**src/rtl/seg7_pkg.sv**
```systemverilog
// Shared constants for the 7-segment scan driver: active-low glyph codes {dp,g,f,e,d,c,b,a}.
package seg7_pkg;

  localparam logic [7:0] SEG_OFF = 8'hFF;

  localparam logic [7:0] SEG_0 = 8'hC0;
  localparam logic [7:0] SEG_1 = 8'hF9;
  localparam logic [7:0] SEG_2 = 8'hA4;
  localparam logic [7:0] SEG_3 = 8'hB0;
  localparam logic [7:0] SEG_4 = 8'h99;
  localparam logic [7:0] SEG_5 = 8'h92;
  localparam logic [7:0] SEG_6 = 8'h82;
  localparam logic [7:0] SEG_7 = 8'hF8;
  localparam logic [7:0] SEG_8 = 8'h80;
  localparam logic [7:0] SEG_9 = 8'h98;
  localparam logic [7:0] SEG_A = 8'h88;
  localparam logic [7:0] SEG_B = 8'h83;
  localparam logic [7:0] SEG_C = 8'hC6;
  localparam logic [7:0] SEG_D = 8'hA1;
  localparam logic [7:0] SEG_E = 8'h86;
  localparam logic [7:0] SEG_F = 8'h8E;

endpackage

```
**src/rtl/seg7_decode.sv**
```systemverilog
// Combinational nibble -> active-low segment decoder; HEX_MODE=0 renders 10-15 as "0".
module seg7_decode
  import seg7_pkg::*;
#(
  parameter int HEX_MODE = 0
) (
  input  logic [3:0] nibble_i,
  output logic [6:0] seg_o
);

  always_comb begin
    seg_o = SEG_0[6:0];
    case (nibble_i)
      4'h0: seg_o = SEG_0[6:0];
      4'h1: seg_o = SEG_1[6:0];
      4'h2: seg_o = SEG_2[6:0];
      4'h3: seg_o = SEG_3[6:0];
      4'h4: seg_o = SEG_4[6:0];
      4'h5: seg_o = SEG_5[6:0];
      4'h6: seg_o = SEG_6[6:0];
      4'h7: seg_o = SEG_7[6:0];
      4'h8: seg_o = SEG_8[6:0];
      4'h9: seg_o = SEG_9[6:0];
      4'hA: seg_o = (HEX_MODE != 0) ? SEG_A[6:0] : SEG_0[6:0];
      4'hB: seg_o = (HEX_MODE != 0) ? SEG_B[6:0] : SEG_0[6:0];
      4'hC: seg_o = (HEX_MODE != 0) ? SEG_C[6:0] : SEG_0[6:0];
      4'hD: seg_o = (HEX_MODE != 0) ? SEG_D[6:0] : SEG_0[6:0];
      4'hE: seg_o = (HEX_MODE != 0) ? SEG_E[6:0] : SEG_0[6:0];
      4'hF: seg_o = (HEX_MODE != 0) ? SEG_F[6:0] : SEG_0[6:0];
      default: seg_o = SEG_0[6:0];
    endcase
  end

endmodule

```
**src/rtl/seg7_scan_driver.sv**
```systemverilog
// Time-multiplexed common-anode 7-segment driver with frame-aligned data swap.
// Optional leading-zero blanking is compiled in with `define LEADING_ZERO_BLANK_EN.
module seg7_scan_driver
  import seg7_pkg::*;
#(
  parameter int N_DIGITS    = 4,
  parameter int REFRESH_DIV = 1000,
  parameter int HEX_MODE    = 0
) (
  input  logic                  clk,
  input  logic                  rst,
  input  logic                  en,
  input  logic                  load,
  input  logic [4*N_DIGITS-1:0] digits_in,
  input  logic [N_DIGITS-1:0]   dp_in,
  output logic [7:0]            seg,
  output logic [N_DIGITS-1:0]   an,
  output logic                  frame_tick
);

  localparam int PSC_W = $clog2(REFRESH_DIV);
  localparam int IDX_W = $clog2(N_DIGITS);
  localparam logic [PSC_W-1:0] PSC_LAST = PSC_W'(REFRESH_DIV - 1);
  localparam logic [IDX_W-1:0] IDX_LAST = IDX_W'(N_DIGITS - 1);

  logic [PSC_W-1:0]      psc_q, psc_d;
  logic [IDX_W-1:0]      idx_q, idx_d;
  logic [4*N_DIGITS-1:0] disp_dig_q, disp_dig_d;
  logic [N_DIGITS-1:0]   disp_dp_q, disp_dp_d;
  logic [4*N_DIGITS-1:0] pend_dig_q, pend_dig_d;
  logic [N_DIGITS-1:0]   pend_dp_q, pend_dp_d;
  logic                  pend_v_q, pend_v_d;
  logic [7:0]            seg_q, seg_d;
  logic [N_DIGITS-1:0]   an_q, an_d;
  logic                  ft_q, ft_d;

  logic       psc_tc;
  logic       wrap;
  logic [3:0] cur_nib;
  logic       cur_dp;
  logic [6:0] cur_code;
  logic [6:0] code7;

  assign psc_tc  = en && (psc_q == PSC_LAST);
  assign wrap    = psc_tc && (idx_q == IDX_LAST);
  assign cur_nib = disp_dig_q[{idx_q, 2'b00} +: 4];
  assign cur_dp  = disp_dp_q[idx_q];

  seg7_decode #(.HEX_MODE(HEX_MODE)) u_decode (
    .nibble_i (cur_nib),
    .seg_o    (cur_code)
  );

`ifdef LEADING_ZERO_BLANK_EN
  // A digit is blank when it and every more-significant nibble are zero; digit 0 never blanks.
  logic [N_DIGITS-1:0] blank_mask;

  always_comb begin : blank_scan
    logic zero_run;
    zero_run   = 1'b1;
    blank_mask = '0;
    for (int k = N_DIGITS - 1; k >= 1; k--) begin
      zero_run      = zero_run && (disp_dig_q[4*k +: 4] == 4'h0);
      blank_mask[k] = zero_run;
    end
  end

  assign code7 = blank_mask[idx_q] ? 7'h7F : cur_code;
`else
  assign code7 = cur_code;
`endif

  always_comb begin
    psc_d      = psc_q;
    idx_d      = idx_q;
    disp_dig_d = disp_dig_q;
    disp_dp_d  = disp_dp_q;
    pend_dig_d = pend_dig_q;
    pend_dp_d  = pend_dp_q;
    pend_v_d   = pend_v_q;
    seg_d      = SEG_OFF;
    an_d       = '1;
    ft_d       = 1'b0;

    if (en) begin
      if (psc_tc) begin
        psc_d = '0;
        idx_d = wrap ? '0 : idx_q + IDX_W'(1);
      end else begin
        psc_d = psc_q + PSC_W'(1);
      end
      seg_d = {~cur_dp, code7};
      // Anodes stay dark for the first cycle of each digit slot to avoid ghosting.
      if (psc_q != '0) begin
        an_d[idx_q] = 1'b0;
      end
      ft_d = wrap;
      if (wrap && pend_v_q) begin
        disp_dig_d = pend_dig_q;
        disp_dp_d  = pend_dp_q;
        pend_v_d   = 1'b0;
      end
    end

    // A load coincident with a wrap lands in pending after the old pending moved to display.
    if (load) begin
      pend_dig_d = digits_in;
      pend_dp_d  = dp_in;
      pend_v_d   = 1'b1;
    end
  end

  always_ff @(posedge clk) begin
    if (rst) begin
      psc_q      <= '0;
      idx_q      <= '0;
      disp_dig_q <= '0;
      disp_dp_q  <= '0;
      pend_dig_q <= '0;
      pend_dp_q  <= '0;
      pend_v_q   <= 1'b0;
      seg_q      <= SEG_OFF;
      an_q       <= '1;
      ft_q       <= 1'b0;
    end else begin
      psc_q      <= psc_d;
      idx_q      <= idx_d;
      disp_dig_q <= disp_dig_d;
      disp_dp_q  <= disp_dp_d;
      pend_dig_q <= pend_dig_d;
      pend_dp_q  <= pend_dp_d;
      pend_v_q   <= pend_v_d;
      seg_q      <= seg_d;
      an_q       <= an_d;
      ft_q       <= ft_d;
    end
  end

  assign seg        = seg_q;
  assign an         = an_q;
  assign frame_tick = ft_q;

endmodule
```
**config.mk**
```make
export PLATFORM = sky130hd
export DESIGN_NAME = seg7_scan_driver
export DESIGN_NICKNAME = d
export VERILOG_FILES = /design/src/rtl/seg7_pkg.sv /design/src/rtl/seg7_decode.sv /design/src/rtl/seg7_scan_driver.sv
export SDC_FILE = /design/constraint.sdc
export NUM_CORES = 1
export LEC_CHECK = 0
export CORE_UTILIZATION = 30
export DETAILED_ROUTE_END_ITERATION = 8
export MAX_ROUTING_LAYER = met4
export PLACE_DENSITY = 0.54
export SETUP_SLACK_MARGIN = 0.5
export SLEW_MARGIN = 5
export SYNTH_ARGS = -nofsm -noshare
export SYNTH_HDL_FRONTEND = slang
export SYNTH_SLANG_ARGS = --single-unit
```
**constraint.sdc**
```tcl
create_clock -name clk -period 1.86 [get_ports clk]
set_clock_uncertainty 0.05 [all_clocks]
set_input_delay 0.186 -clock clk [delete_from_list [all_inputs] [get_ports clk]]
set_output_delay 0.186 -clock clk [all_outputs]
set_load 0.01 [all_outputs]
```
==> results by group <==
Pwr
  • PwrDens: 770 mW/mm2
  • Tot Pwr: 3.01 mW
  • Static leakage: 1.47 nW
  • Peak VDD IR: 0.000486 V

Synth
  • Number of synthesized flops with an enable pin: 0
  • Sequential area share after synthesis: 49.7%
  • Number of synthesis warnings: 0
  • Main area contributors after synthesis: dfxtp_1, mux2i_1, nor2_1
  • Cell taking the most area after synthesis: dfxtp_1
  • Syn Nets: 296
  • Asr flop ratio synth: 0%
  • Synth top area share: 49.7%
  • Synth Flop Type: dfxtp_1
  • Post-synth cell types: 34
  • Syn Area/Cell: 10.1 um2
  • Seq cells post-synth: 66
  • Mapped Area: 0.00266 mm2
  • Mapped Cells: 262

Timing
  • Fin worst setup slack: 0.0765 ns
  • Hold Vio Cnt, Final: 0
  • TNS Setup: 0 ns
  • RSZ-0062 raised after global routing: true
  • Pins Over Slew Limit: 0
  • Tmin final: 1.78 ns
  • Setup violators final: 0
  • Worst slew margin: 82.7%
  • Maximum operating frequency: 561 MHz
  • Final period util: 95.9%
  • Slew @ Worst Pin: 0.259 ns
  • Hold_ws: 0.411 ns

Floorplan
  • Die width: 96.1 um
  • Initial Util: 31.7%
  • Rows: 33
  • I/O Pins: 37
  • Core area: 0.00838 mm2
  • Die height: 96.1 um
  • Die footprint: 0.00924 mm2

Setup path
  • Max FO, Critical Path: 5
  • WP data required: 2.07 ns
  • Crit path launch type: flip-flop
  • Critical path data arrival time: 1.99 ns
  • Setup CP Type: flip-flop to flip-flop
  • Crit. End Element: flip-flop

Final layout
  • Layout Nets: 363
  • Final core utilization: 46.6%
  • Final-layout fill cell count: 772
  • Finished Layout Cells: 439
  • Share of cells above drive strength 1: 29.0%
  • Inserted Diodes: 0
  • Cell area after layout: 0.00390 mm2
  • P&R area growth vs syn: 46.8%

Placement
  • Cell Area, Placed: 0.00327 mm2
  • Port-buffer cells: 36
  • Placed Cells incl. Taps: 402
  • Dpl ws: 0.0149 ns
  • Post-DP HPWL: 3.65 mm
  • Gp weighted congestion: 0.776

Detailed routing
  • Number of routed nets with antenna violations: 0
  • Final wirelength: 5.79 mm
  • Routed via count: 2028
  • Via-per-instance ratio: 4.62
  • Mean routed wirelength per cell: 13.2 um
  • DRC Markers: 0
  • 1st-iter DRT viols: 55
  • DR pass1 iterations: 4

Clock tree
  • TritonCTS clock tree: yes
  • Clock sinks: 66
  • CTS H-Tree Depth: 3
  • CTS Buf Count: 9
  • Root Buffer: clkbuf_8
  • Longest Clk Path Bufs: 2
  • Clock Latency Late Sink: 0.33 ns
  • Clock slew at reported path FFs: 0.08 ns

Global routing
  • Largest net degree at the start of global routing: 50
  • Global route overflow: 0
  • Vias in the first global route: 1942
  • Total GRT Usage: 14.0%
  • Initial antenna violation count: 0
  • First-pass GRT wire length: 9.54 mm

Hold path
  • HP Class: input pin to flip-flop

Run status
  • Status: finished clean

Flow run
  • Max-cap viol count: 0
power by group:
| group | switching, mW | internal, mW |
|---|---|---|
| registers | 0.0234 | 1.45 |
| clock network | 0.555 | 0.793 |
| logic | 0.0796 | 0.106 |
final cells by class:
| class | instances | area, um2 | area share [%] |
|---|---|---|---|
| Multi-Input combinational cell | 171 | 1420 | 36.3 |
| Sequential cell | 66 | 1340 | 34.3 |
| Timing Repair Buffer | 71 | 749 | 19.2 |
| Clock buffer | 10 | 138 | 3.53 |
| Tap cell | 105 | 131 | 3.37 |
| Clock inverter | 6 | 90.1 | 2.31 |
| Inverter | 10 | 37.5 | 0.962 |
kinds of logic (layout without fill, tap and decap cells):
kind of cell,after synthesis,count (layout),share of synthesized area [%]
adders and majority gates,10,10,4.71
DFF,66,66,49.7
AOI/OAI and AO/OA,13,13,3.01
buffers and inverters,25,97,3.95
xor gates and xnor gates,8,8,2.64
muxes,49,49,20.8
and+or+nand+nor,91,91,15.2
registers in the layout, summed over array words and instances (netlist names):
signal	flops
pend_dp_q	4
disp_dp_q	4
seg	8
pend_dig_q	16
disp_dig_q	16
psc_q	10
frame_tick	1
an	4
idx_q	2
pend_v_q	1
path summary, 6_finish.rpt:
path / from / end / slack [ns] / cells past startpoint
worst max-delay path: idx_q[0] / seg[0] / 0.08 / 7
worst min-delay path: digits_in[1] / pend_dig_q[1] / 0.41 / 3
worst max register to register: idx_q[0] / seg[0] / 0.08 / 7
worst min register to register: pend_dig_q[15] / pend_dig_q[15] / 0.45 / 2
cell usage in the layout (no fill, tap or decap), types with 3 or more instances in the layout:
cell type        count
nand2b_1             3
buf_6                6
nor2_1              48
clkdlybuf4s50_1     23
mux2i_1             42
xor2_1               4
inv_1                6
buf_12               5
nor2_2               3
ha_1                 5
dfxtp_2              5
nand4_1              3
nor3_1               5
inv_2                4
nand3_2              3
buf_4               21
dlygate4sd2_1       13
o21ai_1              3
clkbuf_8            10
dfxtp_4              3
nand2_1             12
xnor2_1              4
ha_4                 4
dfxtp_1             58
mux4_2               5
a21oi_2              4
critical path, cell delays in order (launching register included):
cell      delay [ns]
dfxtp_4         0.40
mux4_2          0.58
inv_2           0.12
buf_6           0.11
ha_4            0.14
nand2b_4        0.06
a21boi_2        0.15
o21ai_1         0.11
Yosys cell counts, types with 4 or more instances:
library cell  count
clkbuf_1          7
nand2b_1          5
xor2_1            4
ha_1             10
nor3_1            5
nor2_1           53
inv_1            10
a21oi_1           4
nand3_1           4
mux4_2            5
mux2i_1          43
xnor2_1           4
nand2_1          12
dfxtp_1          66
layer usage:
layer / GRT usage (%) / part of all wire, % / vias up
li1: - / - / 1017
met1: 17.6 / 47 / 959
met2: 21.4 / 48 / 47
met3: 4.34 / 4.1 / 5
met4: 4.48 / 0.98 / 0
met5: - / 0 / -
what timing repair did:
| action | 4_1_cts | 5_1_grt |
|---|---|---|
| gates resized for setup | 32 | 29 |
| pin swaps | 7 | 13 |
| buffers inserted | 16 | 2 |
| endpoints found under the setup margin | 56 | 44 |
| gates cloned | 2 | 1 |
| hold buffers | 0 | 0 |
(Power assumes the default switching activity.)
